--- src/rtl/obstacle_pkg.sv ---
// Shared types for the obstacle line scanner: block geometry defaults,
// the per-line slot record and the scan FSM states.
package obstacle_pkg;

  localparam int OBSTACLE_WIDTH  = 10;
  localparam int OBSTACLE_HEIGHT = 20;

  // Slot field widths follow the generator's default parameterisation.
  localparam int SLOT_X_W   = 10;
  localparam int SLOT_PHY_W = 14;
  localparam int SLOT_LEN_W = 4;

  typedef struct packed {
    logic                  valid;
    logic [SLOT_X_W-1:0]   screen_x;
    logic [SLOT_LEN_W-1:0] len;
    logic [SLOT_X_W-1:0]   row;
    logic [SLOT_PHY_W-1:0] abs_x;
    logic [SLOT_PHY_W-1:0] abs_y;
  } slot_t;

  typedef enum logic [1:0] {
    ST_IDLE,
    ST_CLEAR,
    ST_FETCH,
    ST_DRAIN
  } scan_state_t;

endpackage

--- src/rtl/obstacle_scan_generator_if.sv ---
// Obstacle table read port: the scanner is the master, the table memory the
// slave. Read data is returned exactly one cycle after tbl_rd.
interface obstacle_scan_generator_if #(
  parameter int PHY_WIDTH       = 14,
  parameter int BLOCK_LEN_WIDTH = 4,
  parameter int MAX_OBS         = 16
);
  localparam int ADDR_W = $clog2(MAX_OBS);

  logic                       tbl_rd;
  logic [ADDR_W-1:0]          tbl_addr;
  logic                       tbl_valid;
  logic [PHY_WIDTH-1:0]       tbl_abs_x;
  logic [PHY_WIDTH-1:0]       tbl_abs_y;
  logic [BLOCK_LEN_WIDTH-1:0] tbl_len;

  modport master (
    output tbl_rd, tbl_addr,
    input  tbl_valid, tbl_abs_x, tbl_abs_y, tbl_len
  );

  modport slave (
    input  tbl_rd, tbl_addr,
    output tbl_valid, tbl_abs_x, tbl_abs_y, tbl_len
  );
endinterface

--- src/rtl/obstacle_slot_match.sv ---
// Horizontal range compare for one line slot: reports whether pixel_x falls
// inside the slot's run of blocks and the pixel offset from its left edge.
module obstacle_slot_match #(
  parameter int SCREEN_WIDTH    = 10,
  parameter int BLOCK_LEN_WIDTH = 4,
  parameter int OBSTACLE_WIDTH  = obstacle_pkg::OBSTACLE_WIDTH
) (
  input  logic                       valid,
  input  logic [SCREEN_WIDTH-1:0]    screen_x,
  input  logic [BLOCK_LEN_WIDTH-1:0] len,
  input  logic [SCREEN_WIDTH-1:0]    pixel_x,
  output logic                       hit,
  output logic [SCREEN_WIDTH-1:0]    x_offset
);
  import obstacle_pkg::*;

  // Wide enough that screen_x + len*OBSTACLE_WIDTH never wraps.
  localparam int SPAN_W = SCREEN_WIDTH + BLOCK_LEN_WIDTH + 8;

  logic [SPAN_W-1:0] left_edge;
  logic [SPAN_W-1:0] right_edge;
  logic [SPAN_W-1:0] px;

  always_comb begin
    left_edge  = SPAN_W'(screen_x);
    px         = SPAN_W'(pixel_x);
    right_edge = left_edge + SPAN_W'(len) * SPAN_W'(OBSTACLE_WIDTH);
    hit        = valid && (px >= left_edge) && (px < right_edge);
    x_offset   = pixel_x - screen_x;
  end

endmodule

--- src/rtl/obstacle_scan_generator.sv ---
// Per-line obstacle scanner: during hblank it walks the obstacle table, keeps
// up to LINE_SLOTS obstacles crossing the next line, then draws them during
// active video. Define OBSTACLE_SCAN_OVERFLOW_EN for a sticky scan_overflow.
module obstacle_scan_generator #(
  parameter int SCREEN_WIDTH    = 10,
  parameter int PHY_WIDTH       = 14,
  parameter int OBSTACLE_WIDTH  = obstacle_pkg::OBSTACLE_WIDTH,
  parameter int OBSTACLE_HEIGHT = obstacle_pkg::OBSTACLE_HEIGHT,
  parameter int BLOCK_LEN_WIDTH = 4,
  parameter int MAX_OBS         = 16,
  parameter int LINE_SLOTS      = 4,
  parameter int V_ACTIVE        = 480
) (
  input  logic                    sys_clk,
  input  logic                    sys_rst,
  input  logic [SCREEN_WIDTH-1:0] pixel_x,
  input  logic [SCREEN_WIDTH-1:0] pixel_y,
  input  logic                    video_on,
  input  logic                    line_start,
  input  logic [PHY_WIDTH-1:0]    camera_y,
  obstacle_scan_generator_if.master tbl,
  output logic                    obstacle_on,
  output logic [SCREEN_WIDTH-1:0] obstacle_x_rom,
  output logic [SCREEN_WIDTH-1:0] obstacle_y_rom,
  output logic [PHY_WIDTH-1:0]    obstacle_abs_pos_x,
  output logic [PHY_WIDTH-1:0]    obstacle_abs_pos_y,
  output logic [PHY_WIDTH-1:0]    obstacle_block_abs_y,
  output logic                    scan_busy,
  output logic                    scan_overflow
);
  import obstacle_pkg::*;

  localparam int ADDR_W     = $clog2(MAX_OBS);
  localparam int SLOT_IDX_W = (LINE_SLOTS > 1) ? $clog2(LINE_SLOTS) : 1;
  localparam int EXT_W      = PHY_WIDTH + 1;

  scan_state_t             state;
  logic [SCREEN_WIDTH-1:0] target_y;
  logic [SCREEN_WIDTH-1:0] next_line;
  logic                    video_on_q;
  logic                    rd_pending;
  slot_t                   slots [LINE_SLOTS];

  logic                    scan_start;
  logic                    video_rise;
  logic                    abort;
  logic                    eval_en;
  logic [EXT_W-1:0]        line_abs;
  logic [EXT_W-1:0]        entry_top;
  logic [EXT_W-1:0]        entry_bottom;
  logic                    entry_hit;
  slot_t                   new_slot;
  logic                    free_found;
  logic [SLOT_IDX_W-1:0]   free_idx;

  logic [LINE_SLOTS-1:0]   slot_hit;
  logic [SCREEN_WIDTH-1:0] slot_xoff [LINE_SLOTS];
  logic                    any_hit;
  logic [SLOT_IDX_W-1:0]   win_idx;

  // A scan only starts in blanking, so slots never change under active video
  // except for the abort clear.
  always_comb begin
    next_line    = (pixel_y == SCREEN_WIDTH'(V_ACTIVE - 1)) ? '0 : pixel_y + SCREEN_WIDTH'(1);
    scan_start   = line_start && !video_on;
    video_rise   = video_on && !video_on_q;
    abort        = !scan_start && video_rise && scan_busy;
    eval_en      = !scan_start && !abort && rd_pending;
    line_abs     = EXT_W'(camera_y) + EXT_W'(target_y);
    entry_top    = EXT_W'(tbl.tbl_abs_y);
    entry_bottom = entry_top + EXT_W'(OBSTACLE_HEIGHT);
    entry_hit    = tbl.tbl_valid && (tbl.tbl_len != '0) &&
                   (entry_top <= line_abs) && (line_abs < entry_bottom);
    new_slot          = '0;
    new_slot.valid    = 1'b1;
    new_slot.screen_x = SLOT_X_W'(tbl.tbl_abs_x[SCREEN_WIDTH-1:0]);
    new_slot.len      = SLOT_LEN_W'(tbl.tbl_len);
    new_slot.row      = SLOT_X_W'(line_abs - entry_top);
    new_slot.abs_x    = SLOT_PHY_W'(tbl.tbl_abs_x);
    new_slot.abs_y    = SLOT_PHY_W'(tbl.tbl_abs_y);
  end

  always_comb begin
    free_found = 1'b0;
    free_idx   = '0;
    for (int k = LINE_SLOTS - 1; k >= 0; k--) begin
      if (!slots[k].valid) begin
        free_found = 1'b1;
        free_idx   = SLOT_IDX_W'(k);
      end
    end
  end

  always_ff @(posedge sys_clk) begin
    if (sys_rst) begin
      state        <= ST_IDLE;
      scan_busy    <= 1'b0;
      tbl.tbl_rd   <= 1'b0;
      tbl.tbl_addr <= '0;
      rd_pending   <= 1'b0;
      target_y     <= '0;
      video_on_q   <= 1'b0;
      for (int k = 0; k < LINE_SLOTS; k++) slots[k] <= '0;
    end else begin
      video_on_q <= video_on;
      rd_pending <= tbl.tbl_rd;
      if (scan_start) begin
        state        <= ST_CLEAR;
        scan_busy    <= 1'b1;
        tbl.tbl_rd   <= 1'b0;
        tbl.tbl_addr <= '0;
        rd_pending   <= 1'b0;
        target_y     <= next_line;
      end else if (abort) begin
        state        <= ST_IDLE;
        scan_busy    <= 1'b0;
        tbl.tbl_rd   <= 1'b0;
        tbl.tbl_addr <= '0;
        rd_pending   <= 1'b0;
        for (int k = 0; k < LINE_SLOTS; k++) slots[k] <= '0;
      end else begin
        if (eval_en && entry_hit && free_found) slots[free_idx] <= new_slot;
        case (state)
          ST_CLEAR: begin
            for (int k = 0; k < LINE_SLOTS; k++) slots[k] <= '0;
            state        <= ST_FETCH;
            tbl.tbl_rd   <= 1'b1;
            tbl.tbl_addr <= '0;
          end
          ST_FETCH: begin
            if (tbl.tbl_addr == ADDR_W'(MAX_OBS - 1)) begin
              state        <= ST_DRAIN;
              tbl.tbl_rd   <= 1'b0;
              tbl.tbl_addr <= '0;
            end else begin
              tbl.tbl_addr <= tbl.tbl_addr + ADDR_W'(1);
            end
          end
          ST_DRAIN: begin
            state     <= ST_IDLE;
            scan_busy <= 1'b0;
          end
          default: state <= ST_IDLE;
        endcase
      end
    end
  end

`ifdef OBSTACLE_SCAN_OVERFLOW_EN
  logic overflow_event;

  assign overflow_event = abort || (eval_en && entry_hit && !free_found);

  always_ff @(posedge sys_clk) begin
    if (sys_rst) scan_overflow <= 1'b0;
    else if (overflow_event) scan_overflow <= 1'b1;
  end
`else
  assign scan_overflow = 1'b0;
`endif

  for (genvar k = 0; k < LINE_SLOTS; k++) begin : g_match
    obstacle_slot_match #(
      .SCREEN_WIDTH   (SCREEN_WIDTH),
      .BLOCK_LEN_WIDTH(BLOCK_LEN_WIDTH),
      .OBSTACLE_WIDTH (OBSTACLE_WIDTH)
    ) u_match (
      .valid   (slots[k].valid),
      .screen_x(SCREEN_WIDTH'(slots[k].screen_x)),
      .len     (BLOCK_LEN_WIDTH'(slots[k].len)),
      .pixel_x (pixel_x),
      .hit     (slot_hit[k]),
      .x_offset(slot_xoff[k])
    );
  end

  // Lowest-numbered slot wins, which is also the earliest table entry.
  always_comb begin
    any_hit = 1'b0;
    win_idx = '0;
    for (int k = LINE_SLOTS - 1; k >= 0; k--) begin
      if (slot_hit[k]) begin
        any_hit = 1'b1;
        win_idx = SLOT_IDX_W'(k);
      end
    end
  end

  always_ff @(posedge sys_clk) begin
    if (sys_rst) begin
      obstacle_on          <= 1'b0;
      obstacle_x_rom       <= '0;
      obstacle_y_rom       <= '0;
      obstacle_abs_pos_x   <= '0;
      obstacle_abs_pos_y   <= '0;
      obstacle_block_abs_y <= '0;
    end else begin
      obstacle_block_abs_y <= camera_y + PHY_WIDTH'(pixel_y);
      if (video_on && any_hit) begin
        obstacle_on        <= 1'b1;
        obstacle_x_rom     <= slot_xoff[win_idx];
        obstacle_y_rom     <= SCREEN_WIDTH'(slots[win_idx].row);
        obstacle_abs_pos_x <= PHY_WIDTH'(slots[win_idx].abs_x);
        obstacle_abs_pos_y <= PHY_WIDTH'(slots[win_idx].abs_y);
      end else begin
        obstacle_on        <= 1'b0;
        obstacle_x_rom     <= '0;
        obstacle_y_rom     <= '0;
        obstacle_abs_pos_x <= '0;
        obstacle_abs_pos_y <= '0;
      end
    end
  end

endmodule

--- src/flat_wrapper.sv ---
// flat-port wrapper written by rule: the top's interface ports become plain ports
module obstacle_scan_generator_flat import obstacle_pkg::*;
#(
  parameter int SCREEN_WIDTH    = 10,
  parameter int PHY_WIDTH       = 14,
  parameter int OBSTACLE_WIDTH  = obstacle_pkg::OBSTACLE_WIDTH,
  parameter int OBSTACLE_HEIGHT = obstacle_pkg::OBSTACLE_HEIGHT,
  parameter int BLOCK_LEN_WIDTH = 4,
  parameter int MAX_OBS         = 16,
  parameter int LINE_SLOTS      = 4,
  parameter int V_ACTIVE        = 480
)
  (sys_clk, sys_rst, pixel_x, pixel_y, video_on, line_start, camera_y, obstacle_on, obstacle_x_rom, obstacle_y_rom, obstacle_abs_pos_x, obstacle_abs_pos_y, obstacle_block_abs_y, scan_busy, scan_overflow, tbl_tbl_rd, tbl_tbl_addr, tbl_tbl_valid, tbl_tbl_abs_x, tbl_tbl_abs_y, tbl_tbl_len);
  obstacle_scan_generator_if #(.PHY_WIDTH(PHY_WIDTH), .BLOCK_LEN_WIDTH(BLOCK_LEN_WIDTH), .MAX_OBS(MAX_OBS)) tbl_i ();
  input  logic sys_clk;
  input  logic sys_rst;
  input  logic [SCREEN_WIDTH-1:0] pixel_x;
  input  logic [SCREEN_WIDTH-1:0] pixel_y;
  input  logic video_on;
  input  logic line_start;
  input  logic [PHY_WIDTH-1:0] camera_y;
  output logic obstacle_on;
  output logic [SCREEN_WIDTH-1:0] obstacle_x_rom;
  output logic [SCREEN_WIDTH-1:0] obstacle_y_rom;
  output logic [PHY_WIDTH-1:0] obstacle_abs_pos_x;
  output logic [PHY_WIDTH-1:0] obstacle_abs_pos_y;
  output logic [PHY_WIDTH-1:0] obstacle_block_abs_y;
  output logic scan_busy;
  output logic scan_overflow;
  output wire logic [$bits(tbl_i.tbl_rd)-1:0] tbl_tbl_rd;
  output wire logic [$bits(tbl_i.tbl_addr)-1:0] tbl_tbl_addr;
  input wire logic [$bits(tbl_i.tbl_valid)-1:0] tbl_tbl_valid;
  input wire logic [$bits(tbl_i.tbl_abs_x)-1:0] tbl_tbl_abs_x;
  input wire logic [$bits(tbl_i.tbl_abs_y)-1:0] tbl_tbl_abs_y;
  input wire logic [$bits(tbl_i.tbl_len)-1:0] tbl_tbl_len;
  assign tbl_tbl_rd = tbl_i.tbl_rd;
  assign tbl_tbl_addr = tbl_i.tbl_addr;
  assign tbl_i.tbl_valid = tbl_tbl_valid;
  assign tbl_i.tbl_abs_x = tbl_tbl_abs_x;
  assign tbl_i.tbl_abs_y = tbl_tbl_abs_y;
  assign tbl_i.tbl_len = tbl_tbl_len;
  obstacle_scan_generator #(.SCREEN_WIDTH(SCREEN_WIDTH), .PHY_WIDTH(PHY_WIDTH), .OBSTACLE_WIDTH(OBSTACLE_WIDTH), .OBSTACLE_HEIGHT(OBSTACLE_HEIGHT), .BLOCK_LEN_WIDTH(BLOCK_LEN_WIDTH), .MAX_OBS(MAX_OBS), .LINE_SLOTS(LINE_SLOTS), .V_ACTIVE(V_ACTIVE)) u_core (.sys_clk(sys_clk), .sys_rst(sys_rst), .pixel_x(pixel_x), .pixel_y(pixel_y), .video_on(video_on), .line_start(line_start), .camera_y(camera_y), .tbl(tbl_i), .obstacle_on(obstacle_on), .obstacle_x_rom(obstacle_x_rom), .obstacle_y_rom(obstacle_y_rom), .obstacle_abs_pos_x(obstacle_abs_pos_x), .obstacle_abs_pos_y(obstacle_abs_pos_y), .obstacle_block_abs_y(obstacle_block_abs_y), .scan_busy(scan_busy), .scan_overflow(scan_overflow));
endmodule
--- config.mk ---
export PLATFORM = sky130hd
export DESIGN_NAME = obstacle_scan_generator_flat
export DESIGN_NICKNAME = d
export VERILOG_FILES = /design/src/rtl/obstacle_pkg.sv /design/src/rtl/obstacle_scan_generator_if.sv /design/src/rtl/obstacle_slot_match.sv /design/src/rtl/obstacle_scan_generator.sv /design/src/flat_wrapper.sv
export SDC_FILE = /design/constraint.sdc
export NUM_CORES = 1
export LEC_CHECK = 0
export CAP_MARGIN = 20
export CORE_MARGIN = 1
export CORE_UTILIZATION = 25
export CTS_CLUSTER_SIZE = 16
export DETAILED_ROUTE_END_ITERATION = 10
export SLEW_MARGIN = 20
export SYNTH_ARGS = -nofsm -noshare
export SYNTH_HDL_FRONTEND = slang
export SYNTH_SLANG_ARGS = --single-unit
--- constraint.sdc ---
create_clock -name sys_clk -period 6.7 [get_ports sys_clk]
set_clock_uncertainty 0.2 [all_clocks]
set_input_delay 1.675 -clock sys_clk [delete_from_list [all_inputs] [get_ports sys_clk]]
set_output_delay 1.675 -clock sys_clk [all_outputs]
set_load 0.05 [all_outputs]
==> run_results.csv, run 1 <==
group,metric,value,unit
timing,layout_setup_ws,0.3699,ns
cells_and_area,final_cell_mix,"183 x ha_1, 139 x clkdlybuf4s50_1, 138 x nor2_1",
routing,viasPerCell,4.812,
clock_tree,cts_root_buf,"clkbuf_16",
placed_design,gp_congestion,0.9291,
placed_design,pre_cts_slack,-0.1605,ns
worst_setup_path,slowest_delay,0.67,ns
synthesis,syn_inst,1631,
routing,routedWlPerCell,18.19,um
global_routing,grt_overflow,0,
synthesis,synth_top_area_share,23.58,%
routing,drcViolationCount,0,
routing,drtAntennaViolNets,0,
clock_tree,cts.sinks,255,
worst_setup_path,cp_data_required_time,6.90,ns
worst_setup_path,path_cells,"clkdlybuf4s50_1 -> ha_1 -> a21o_1 -> a21oi_1 -> o21bai_1 -> a21o_1 -> a21oi_1 -> o21ai_0 -> o21ai_0 -> a21boi_0 -> xnor2_1 -> ha_1 -> nand4_1 -> o41ai_1 -> a311o_4 -> nand4_4 -> buf_4 -> a21oi_2 -> and2_1",
cells_and_area,nets,2034,
power_and_ir_drop,p_leak,8.049,nW
worst_setup_path,path_max_fanout,24,
die,die_area,65200,sq um
global_routing,grt_pass1_vias,12720,
synthesis,synthesis.nets,1900,
die,die_h,255.4,um
timing,slew_headroom,28.17,%
synthesis,synth_cell_types,81,
cells_and_area,fillers,6500,
synthesis,ys_seq_elements,255,
timing,fin_hold_ws,0.2565,ns
worst_setup_path,crit_type,"input port to flip-flop",
cells_and_area,areaGrowthSynthToFinish,21.29,%
clock_tree,cts_tree,"yes",
synthesis,synth_top_cell_by_area,"edfxtp_1",
power_and_ir_drop,switching_share,28.64,%
power_and_ir_drop,p_per_area,213.1,nW/um^2
timing,max_freq,158.0,MHz
timing,worst-slew-pin-transition,1.077,ns
synthesis,synth-warning-count,0,
clock_tree,clk_latency,0.55,ns
power_and_ir_drop,peakVddDrop,185.3,uV
routing,wl,47.86,mm
timing,rsz0062_at_grt,"false",
synthesis,synth-edff-count,126,
die,die_width,255.4,um
power_and_ir_drop,p_switching,1.188,mW
die,ioPinCount,141,
placed_design,hpwl,36.47,mm
worst_setup_path,r2r_start,"u_core.slots[1][39]",
power_and_ir_drop,combinationalPowerShare,20.7,%
power_and_ir_drop,seq_power_share,41.9,%
worst_setup_path,worst_path_max_delay_cell,"a21oi_2",
hold_path,hp-class,"flip-flop to flip-flop",
synthesis,async_flop_share,0,%
synthesis,synthTopCellsByArea,"edfxtp_1 24%, dfxtp_1 16%, ha_1 14%",
cells_and_area,drive_gt1_share,5.770,%
clock_tree,cts_setup_buffers,0,
clock_tree,clockBufferDepth,3,
synthesis,seq_area_frac_synth,39.67,%
routing,dr_total_vias,12660,
die,coreArea,63200,sq um
timing,fin_crit,6.330,ns
worst_setup_path,cp-startpoint,"camera_y[1]",
status,status,"finished, final reports clean",
hold_path,min_from,"u_core.slots[3][27]",
worst_setup_path,cp-end-kind,"flip-flop",
clock_tree,clkTransAtPathRegs,0.06,ns
global_routing,grt_max_degree,86,
clock_tree,htree_levels,1,
global_routing,antenna_found_initial,2,
clock_tree,post_cts_resized,0,
die,row_count,92,
synthesis,syn_area,16050,sq um
global_routing,grt_pass1_wl,73.46,mm
placed_design,port-buffer-count,139,
die,initial_core_util,25.39,%
power_and_ir_drop,intPower,2.959,mW
worst_setup_path,cp.arrival,6.53,ns
worst_setup_path,startpoint_type,"input port",
synthesis,syn_avg_cell_area,9.839,sq um
cells_and_area,mostFrequentLayoutCell,"ha_1",
clock_tree,cts-buffers-inserted,27,
timing,slew_violations,0,
run,maxCapViolations,0,
timing,final_hold_viol_count,0,
timing,finalSetupViolCount,0,
routing,dr.pass1.iters,7,
routing,first_iter_violations,780,
clock_tree,cts_hold_buf,0,
power_and_ir_drop,power.share.clock,37.4,%
synthesis,synth_top_flop_cell,"dfxtp_1",
cells_and_area,antenna_cells,0,
timing,period_share,94.48,%
global_routing,track_usage,14.29,%
==> metrics by stage <==
step                      power, mW  TNS (ns)  utilization, %  instances  cell area [sq um]
after floorplan               2.326         0               -       1631              16050
after global placement        2.601    -3.358           29.36       2582              18560
after detailed placement      2.623    -4.758           29.37       2582              18560
after CTS                     4.177         0           30.80       2631              19460
after global routing          4.336         0           30.80       2631              19460
final                         4.147         0           30.80       2631              19460
==> path summary, 6_finish.rpt <==
path / end / slack [ns] / cells past startpoint
setup / recovery: u_core.slots[0][39] / 0.37 / 19
hold / removal: u_core.slots[3][27] / 0.26 / 2
hold reg to reg: u_core.slots[3][27] / 0.26 / 2
setup reg to reg: u_core.obstacle_abs_pos_y[5] / 1.21 / 20
==> cell families (layout without fill, tap and decap cells) <==
| group | Yosys count | after routing | share of synthesized area (%) |
|---|---|---|---|
| multiplexers | 46 | 46 | 2.869 |
| AO/OA/AOI/OAI | 392 | 392 | 16.08 |
| XOR/XNOR | 108 | 108 | 5.895 |
| adder cells (fa/ha/maj) | 198 | 198 | 16.14 |
| flip-flops | 255 | 255 | 39.67 |
| buffers and inverters | 160 | 314 | 4.452 |
| AND/OR/NAND/NOR | 471 | 471 | 14.87 |
| other | 1 | 1 | 0.02337 |
==> flip-flops by register name, summed over array words and instances (netlist names) <==
register / count
u_core.target_y: 10
u_core.obstacle_x_rom: 10
u_core.obstacle_abs_pos_x: 4
u_core.scan_busy: 1
obstacle_abs_pos_x: 10
u_core.state: 2
u_core.rd_pending: 1
u_core.video_on_q: 1
u_core.tbl.tbl_rd: 1
u_core.obstacle_block_abs_y: 14
u_core.slots: 172
u_core.obstacle_y_rom: 10
u_core.obstacle_abs_pos_y: 14
u_core.obstacle_on: 1
u_core.tbl.tbl_addr: 4
==> power groups by stage <==
stage	registers (mW)	clock network, mW	logic [mW]
floorplan	1.79	0	0.533
global placement	1.77	0	0.832
detailed placement	1.77	0	0.853
CTS	1.74	1.58	0.859
global route	1.74	1.65	0.947
finish	1.74	1.55	0.857
==> layer usage <==
layer	part of all wire (%)	routed length, um	vias up	global-route usage, %
met3	6.3	2995	81	2.679
li1	-	-	6167	-
met2	47	22300	371	24.18
met1	44	21270	6038	18.56
met5	0.048	23	-	0
met4	2.6	1268	4	3.681
==> Yosys cell counts, drive strengths merged, types with 3 or more instances <==
master / number
o41ai: 3
dfxtp: 129
a21oi: 132
xnor2: 64
or4: 5
o31ai: 21
o2111ai: 3
a31oi: 4
nor3: 16
or3: 5
fa: 15
a2111oi: 3
or2: 4
o21ai: 72
ha: 183
edfxtp: 126
clkbuf: 26
mux2i: 46
a21o: 33
a32oi: 4
nor4: 5
xor2: 44
a311o: 3
nor2b: 32
o22ai: 7
a211oi: 13
nor3b: 3
nand2: 75
nand4: 17
a22oi: 7
inv: 92
buf: 40
o21a: 11
a21boi: 4
and3: 6
nand3: 70
o211ai: 5
o221ai: 39
and2: 77
nor2: 138
o21bai: 11
nand2b: 11
==> worst max-delay path: cells and delay by family <==
| kind | cells | cell delay, ns |
|---|---|---|
| and+or+nand+nor | 3 | 0.47 |
| adders and majority gates | 2 | 0.68 |
| xor gates and xnor gates | 1 | 0.18 |
| buffers and inverters | 2 | 0.67 |
| AOI/OAI and AO/OA | 11 | 2.84 |
==> final cells by class <==
| class | instances | area, sq um | area share [%] |
|---|---|---|---|
| Clock buffer | 36 | 729.5 | 3.748 |
| Clock inverter | 13 | 170.2 | 0.8743 |
| Inverter | 94 | 352.8 | 1.813 |
| Multi-Input combinational cell | 1216 | 9029 | 46.39 |
| Sequential cell | 255 | 6366 | 32.71 |
| Tap cell | 846 | 1059 | 5.439 |
| Timing Repair Buffer | 171 | 1757 | 9.026 |
Note: power is estimated with default switching activity, not from simulation.
==> inputs of run 2 (changes only) <==
- CORE_MARGIN: 1 -> 4
==> run_results.csv, run 2 (synthesis results as in run 1) <==
group,metric,value,unit
power_and_ir_drop,power.share.clock,37.0,%
clock_tree,clockBufferDepth,3,
routing,dr.pass1.iters,5,
hold_path,hp-class,"flip-flop to flip-flop",
clock_tree,cts_setup_buffers,0,
worst_setup_path,cp.arrival,6.25,ns
die,ioPinCount,141,
global_routing,grt_pass1_vias,12800,
global_routing,grt_busiest_layer,"met2",
worst_setup_path,slowest_delay,0.51,ns
routing,wl,47.91,mm
clock_tree,cts_root_buf,"clkbuf_16",
global_routing,grt_pass1_wl,73.19,mm
worst_setup_path,crit_type,"input port to flip-flop",
timing,slew_violations,0,
cells_and_area,regMostFlops,"u_core.slots",
clock_tree,clkTransAtPathRegs,0.06,ns
timing,final_hold_viol_count,0,
timing,slew_headroom,31.62,%
power_and_ir_drop,p_switching,1.212,mW
die,die_h,261.4,um
cells_and_area,mostFrequentLayoutCell,"ha_1",
cells_and_area,areaGrowthSynthToFinish,21.12,%
worst_setup_path,crit_cells,19,
power_and_ir_drop,combinationalPowerShare,20.8,%
timing,fin_crit,6.184,ns
power_and_ir_drop,finalPower,4.119,mW
routing,drtAntennaViolNets,0,
die,initial_core_util,25.35,%
cells_and_area,post-route-util,30.70,%
clock_tree,clk_latency,0.57,ns
clock_tree,cts_hold_buf,0,
worst_setup_path,reg2reg_depth,19,
die,row_count,92,
timing,rsz0062_at_grt,"false",
cells_and_area,final_cell_mix,"183 x ha_1, 139 x clkdlybuf4s50_1, 138 x nor2_1",
run,maxCapViolations,0,
power_and_ir_drop,switching_share,29.42,%
routing,first_iter_violations,824,
cells_and_area,antenna_cells,0,
routing,viasPerCell,4.827,
routing,dr_total_vias,12700,
cells_and_area,finalInstanceArea,19440,sq um
global_routing,antenna_found_initial,3,
placed_design,gp_congestion,0.8747,
placed_design,placed_area,18550,sq um
hold_path,hold_depth,2,
cells_and_area,final_cell_count_no_fill,2630,
placed_design,port-buffer-count,139,
worst_setup_path,cp-end-kind,"flip-flop",
clock_tree,cts.sinks,255,
routing,drcViolationCount,0,
clock_tree,htree_levels,1,
status,status,"finished, final reports clean",
global_routing,use_met3,2.727,%
power_and_ir_drop,seq_power_share,42.1,%
placed_design,hpwl,36.43,mm
power_and_ir_drop,peakVddDrop,185.9,uV
die,die_width,261.4,um
timing,period_share,92.30,%
worst_setup_path,critPathTopFamily,"compound AO/OA/AOI/OAI gates",
die,coreArea,63310,sq um
timing,finalSetupViolCount,0,
power_and_ir_drop,p_per_area,211.9,nW/um^2
worst_setup_path,startpoint_type,"input port",
die,die_area,68300,sq um
worst_setup_path,worst_path_max_delay_cell,"clkdlybuf4s50_1",
global_routing,use_met1,18.36,%
clock_tree,cts_tree,"yes",
worst_setup_path,cp_data_required_time,6.77,ns
worst_setup_path,worst-path-buf-inv,2,
placed_design,dpl.cell_count,2580,
timing,finalSetupTns,0,ns
cells_and_area,nets,2032,
cells_and_area,largest_register_ffs,172,
cells_and_area,drive_gt1_share,5.942,%
global_routing,grt_use_met2,22.14,%
global_routing,grt_max_degree,86,
worst_setup_path,path_cells,"clkdlybuf4s50_1 -> ha_1 -> a21o_1 -> a21oi_1 -> o21bai_1 -> a21o_1 -> a21oi_1 -> o21ai_0 -> o21ai_0 -> a21boi_0 -> xnor2_1 -> ha_1 -> nand4_1 -> o41ai_1 -> a311o_4 -> nand4_4 -> or3b_1 -> nand2_2 -> buf_12",
power_and_ir_drop,intPower,2.907,mW
global_routing,track_usage,13.66,%
routing,routedWlPerCell,18.22,um
clock_tree,post_cts_resized,0,
power_and_ir_drop,p_leak,8.050,nW
worst_setup_path,path_max_fanout,21,
clock_tree,cts-buffers-inserted,27,
cells_and_area,top_regs,"u_core.slots: 172 flops, u_core.obstacle_abs_pos_y: 14 flops, u_core.obstacle_block_abs_y: 14 flops",
global_routing,grt_overflow,0,
timing,max_freq,161.7,MHz
timing,worst-slew-pin-transition,1.026,ns
-- run 2: cell types whose count changed in the layout (fill, tap and decap cells not counted), sizes merged --
| cell | previous run | this run |
|---|---|---|
| clkinv | 10 | 11 |
| buf | 32 | 30 |
| inv | 92 | 94 |
| bufinv | 4 | 2 |
-- run 2: metrics by stage --
stage / hold WS (ns) / setup WS (ns)
2_1_floorplan: 0.2360 / 0.05842
3_3_place_gp: 0.2441 / 0.04869
3_5_place_dp: 0.2512 / -0.03007
4_1_cts: 0.2599 / 0.5409
5_1_grt: 0.2917 / 0.2145
6_report: 0.2581 / 0.5157
-- run 2: worst paths after layout --
| check | from | to | slack, ns |
|---|---|---|---|
| min reg2reg | u_core.slots[3][26] | u_core.slots[3][26] | 0.26 |
| max reg2reg | u_core.slots[2][39] | u_core.obstacle_abs_pos_y[6] | 1.29 |
| min | u_core.slots[3][26] | u_core.slots[3][26] | 0.26 |
| max | camera_y[1] | u_core.slots[1][13] | 0.52 |
-- run 2: cell type report --
| type | count | area, sq um |
|---|---|---|
| tap | 846 | 1059 |
| fill | 6602 | 43870 |
| timing repair buffer | 169 | 1754 |
| multi-input combinational | 1216 | 9016 |
| inverter | 94 | 352.8 |
| sequential | 255 | 6366 |
| clock inverter | 14 | 138.9 |
| clock buffer | 36 | 749.5 |
-- run 2: routing by layer --
layer | routed length (um) | vias up
met2 | 21520 | 428
met3 | 3634 | 85
met1 | 21050 | 6009
met5 | 26 | -
met4 | 1674 | 4
li1 | - | 6169
-- run 2: power by group through the flow --
stage	sequential (mW)	clock (mW)	combinational, mW
global route	1.74	1.62	0.953
finish	1.74	1.53	0.858
global placement	1.77	0	0.834
detailed placement	1.77	0	0.853
CTS	1.74	1.55	0.859
floorplan	1.79	0	0.533
-- run 2: worst min-delay path, stage by stage (launching register included) --
cell and delay, ns:
dfxtp_1 0.31, nand3_1 0.06, o21ai_1 0.05
==> inputs of run 3 (changes only) <==
- CAP_MARGIN: 20 -> 0
- CORE_UTILIZATION: 25 -> 53
- PLACE_DENSITY: default -> 0.77
- TNS_END_PERCENT: default -> 50
==> run_results.csv, run 3 (synthesis results as in run 1) <==
group,metric,value,unit
status,status,"finished, final reports clean",
timing,fin_crit,6.134,ns
global_routing,antenna_found_initial,0,
worst_setup_path,r2r_start,"u_core.slots[1][39]",
clock_tree,cts_tree,"yes",
routing,wl,42.24,mm
power_and_ir_drop,finalPower,4.100,mW
clock_tree,cts.sinks,255,
timing,max_freq,163.0,MHz
worst_setup_path,r2r_setup_slack,1.07,ns
global_routing,grt_pass1_wl,66.80,mm
placed_design,placed_area,17960,sq um
die,coreArea,29720,sq um
placed_design,pre_cts_slack,-0.1134,ns
worst_setup_path,worst_path_max_delay_cell,"clkdlybuf4s50_1",
clock_tree,post_cts_resized,0,
die,ioPinCount,141,
die,die_h,182,um
run,maxCapViolations,0,
worst_setup_path,cp.arrival,6.16,ns
timing,finalSetupTns,0,ns
die,row_count,63,
routing,dr_total_vias,12660,
timing,period_share,91.55,%
placed_design,port-buffer-count,139,
timing,slew_violations,0,
global_routing,track_usage,24.96,%
placed_design,gp_congestion,0.9649,
cells_and_area,drive_gt1_share,5.826,%
cells_and_area,areaGrowthSynthToFinish,17.77,%
worst_setup_path,cp-end-kind,"flip-flop",
hold_path,hold_depth,2,
routing,viasPerCell,5.819,
global_routing,grt_max_degree,45,
clock_tree,cts_setup_buffers,0,
clock_tree,cts_root_buf,"clkbuf_16",
routing,dr.pass1.iters,7,
clock_tree,clk_latency,0.55,ns
die,die_area,33120,sq um
cells_and_area,regMostFlops,"u_core.slots",
die,initial_core_util,54.00,%
hold_path,hp-class,"flip-flop to flip-flop",
hold_path,min_to,"u_core.slots[3][27]",
worst_setup_path,rr_endpoint,"u_core.obstacle_abs_pos_y[8]",
cells_and_area,top_regs,"u_core.slots: 172 flops, u_core.obstacle_abs_pos_y: 14 flops, u_core.obstacle_block_abs_y: 14 flops",
worst_setup_path,path_max_fanout,19,
clock_tree,clockBufferDepth,3,
timing,finalSetupViolCount,0,
worst_setup_path,cp_data_required_time,6.73,ns
die,die_width,182,um
worst_setup_path,startpoint_type,"input port",
power_and_ir_drop,p_per_area,216.9,nW/um^2
worst_setup_path,crit_type,"input port to flip-flop",
clock_tree,clkTransAtPathRegs,0.06,ns
power_and_ir_drop,peakVddDrop,196.9,uV
worst_setup_path,path_cells,"clkdlybuf4s50_1 -> ha_1 -> a21o_1 -> a21oi_1 -> o21bai_1 -> a21o_1 -> a21oi_1 -> o21ai_0 -> o21ai_0 -> a21boi_0 -> xnor2_1 -> ha_1 -> nand4_1 -> o41ai_1 -> a311o_4 -> nand4_4 -> or3_1 -> nand2_2 -> buf_4",
worst_setup_path,slowest_delay,0.47,ns
cells_and_area,largest_register_ffs,172,
cells_and_area,mostFrequentLayoutCell,"ha_1",
clock_tree,cts-buffers-inserted,27,
global_routing,grt_overflow,0,
timing,slew_headroom,31.59,%
worst_setup_path,reg2reg_depth,20,
placed_design,hpwl,31.53,mm
clock_tree,cts_hold_buf,0,
timing,final_hold_viol_count,0,
routing,routedWlPerCell,19.42,um
routing,first_iter_violations,896,
timing,worst-slew-pin-transition,1.026,ns
clock_tree,htree_levels,1,
timing,rsz0062_at_grt,"false",
cells_and_area,nets,2033,
cells_and_area,final_cell_mix,"183 x ha_1, 139 x clkdlybuf4s50_1, 138 x nor2_1",
hold_path,min_from,"u_core.slots[3][27]",
routing,drcViolationCount,0,
routing,drtAntennaViolNets,0,
timing,fin_hold_ws,0.2607,ns
power_and_ir_drop,p_leak,8.063,nW
cells_and_area,finalInstanceArea,18900,sq um
global_routing,grt_pass1_vias,12710,
timing,layout_setup_ws,0.5663,ns
cells_and_area,antenna_cells,0,
run 3: changes by cell type in the layout (fill, tap and decap cells not counted), sizes merged:
cell | before | now
clkinv | 11 | 9
clkinvlp | 1 | 0
clkbuf | 36 | 38
buf | 30 | 31
bufinv | 2 | 3
run 3: final cells by class:
class / instances / area [sq um]
Clock buffer: 38 / 757.0
Clock inverter: 12 / 156.4
Fill cell: 2403 / 10820
Inverter: 94 / 352.8
Multi-Input combinational cell: 1216 / 9029
Sequential cell: 255 / 6366
Tap cell: 390 / 488.0
Timing Repair Buffer: 170 / 1749
run 3: per-stage QoR:
stage / std cells / utilization [%]
after floorplan: 1631 / -
after global placement: 2125 / 60.45
after detailed placement: 2125 / 60.45
after CTS: 2175 / 63.53
after global routing: 2175 / 63.59
final: 2175 / 63.59
run 3: how the worst max path moves through the flow:
stage                     start                   to  slack, ns
floorplan           camera_y[0]   u_core.slots[2][0]       0.06
global placement    camera_y[1]  u_core.slots[2][24]     -0.005
detailed placement  camera_y[0]  u_core.slots[2][24]      -0.11
CTS                 camera_y[1]  u_core.slots[2][13]       0.42
global route        camera_y[1]  u_core.slots[2][41]       0.03
finish              camera_y[1]  u_core.slots[2][48]       0.57
run 3: critical path: cells and delay by family:
family | cells | cell delay, ns
compound gates | 10 | 2.09
xor+xnor | 1 | 0.18
fa+ha+maj | 2 | 0.67
buf+inv | 2 | 0.74
simple gates | 4 | 0.78
run 3: power breakdown:
part / internal (mW) / total, mW / leakage [nW] / switching, mW
combinational: 0.343 / 0.845 / 5.24 / 0.503
sequential: 1.70 / 1.73 / 2.37 / 0.0361
clock: 0.909 / 1.52 / 0.452 / 0.611
total: 2.95 / 4.10 / 8.06 / 1.15
run 3: metal layers:
metal / vias up / share of wire [%] / global-route usage, %
met5: - / 0 / 0
met4: 0 / 4.2 / 9.697
met3: 100 / 6.1 / 4.006
met2: 428 / 48 / 43.08
met1: 5959 / 41 / 31.40
li1: 6170 / - / -
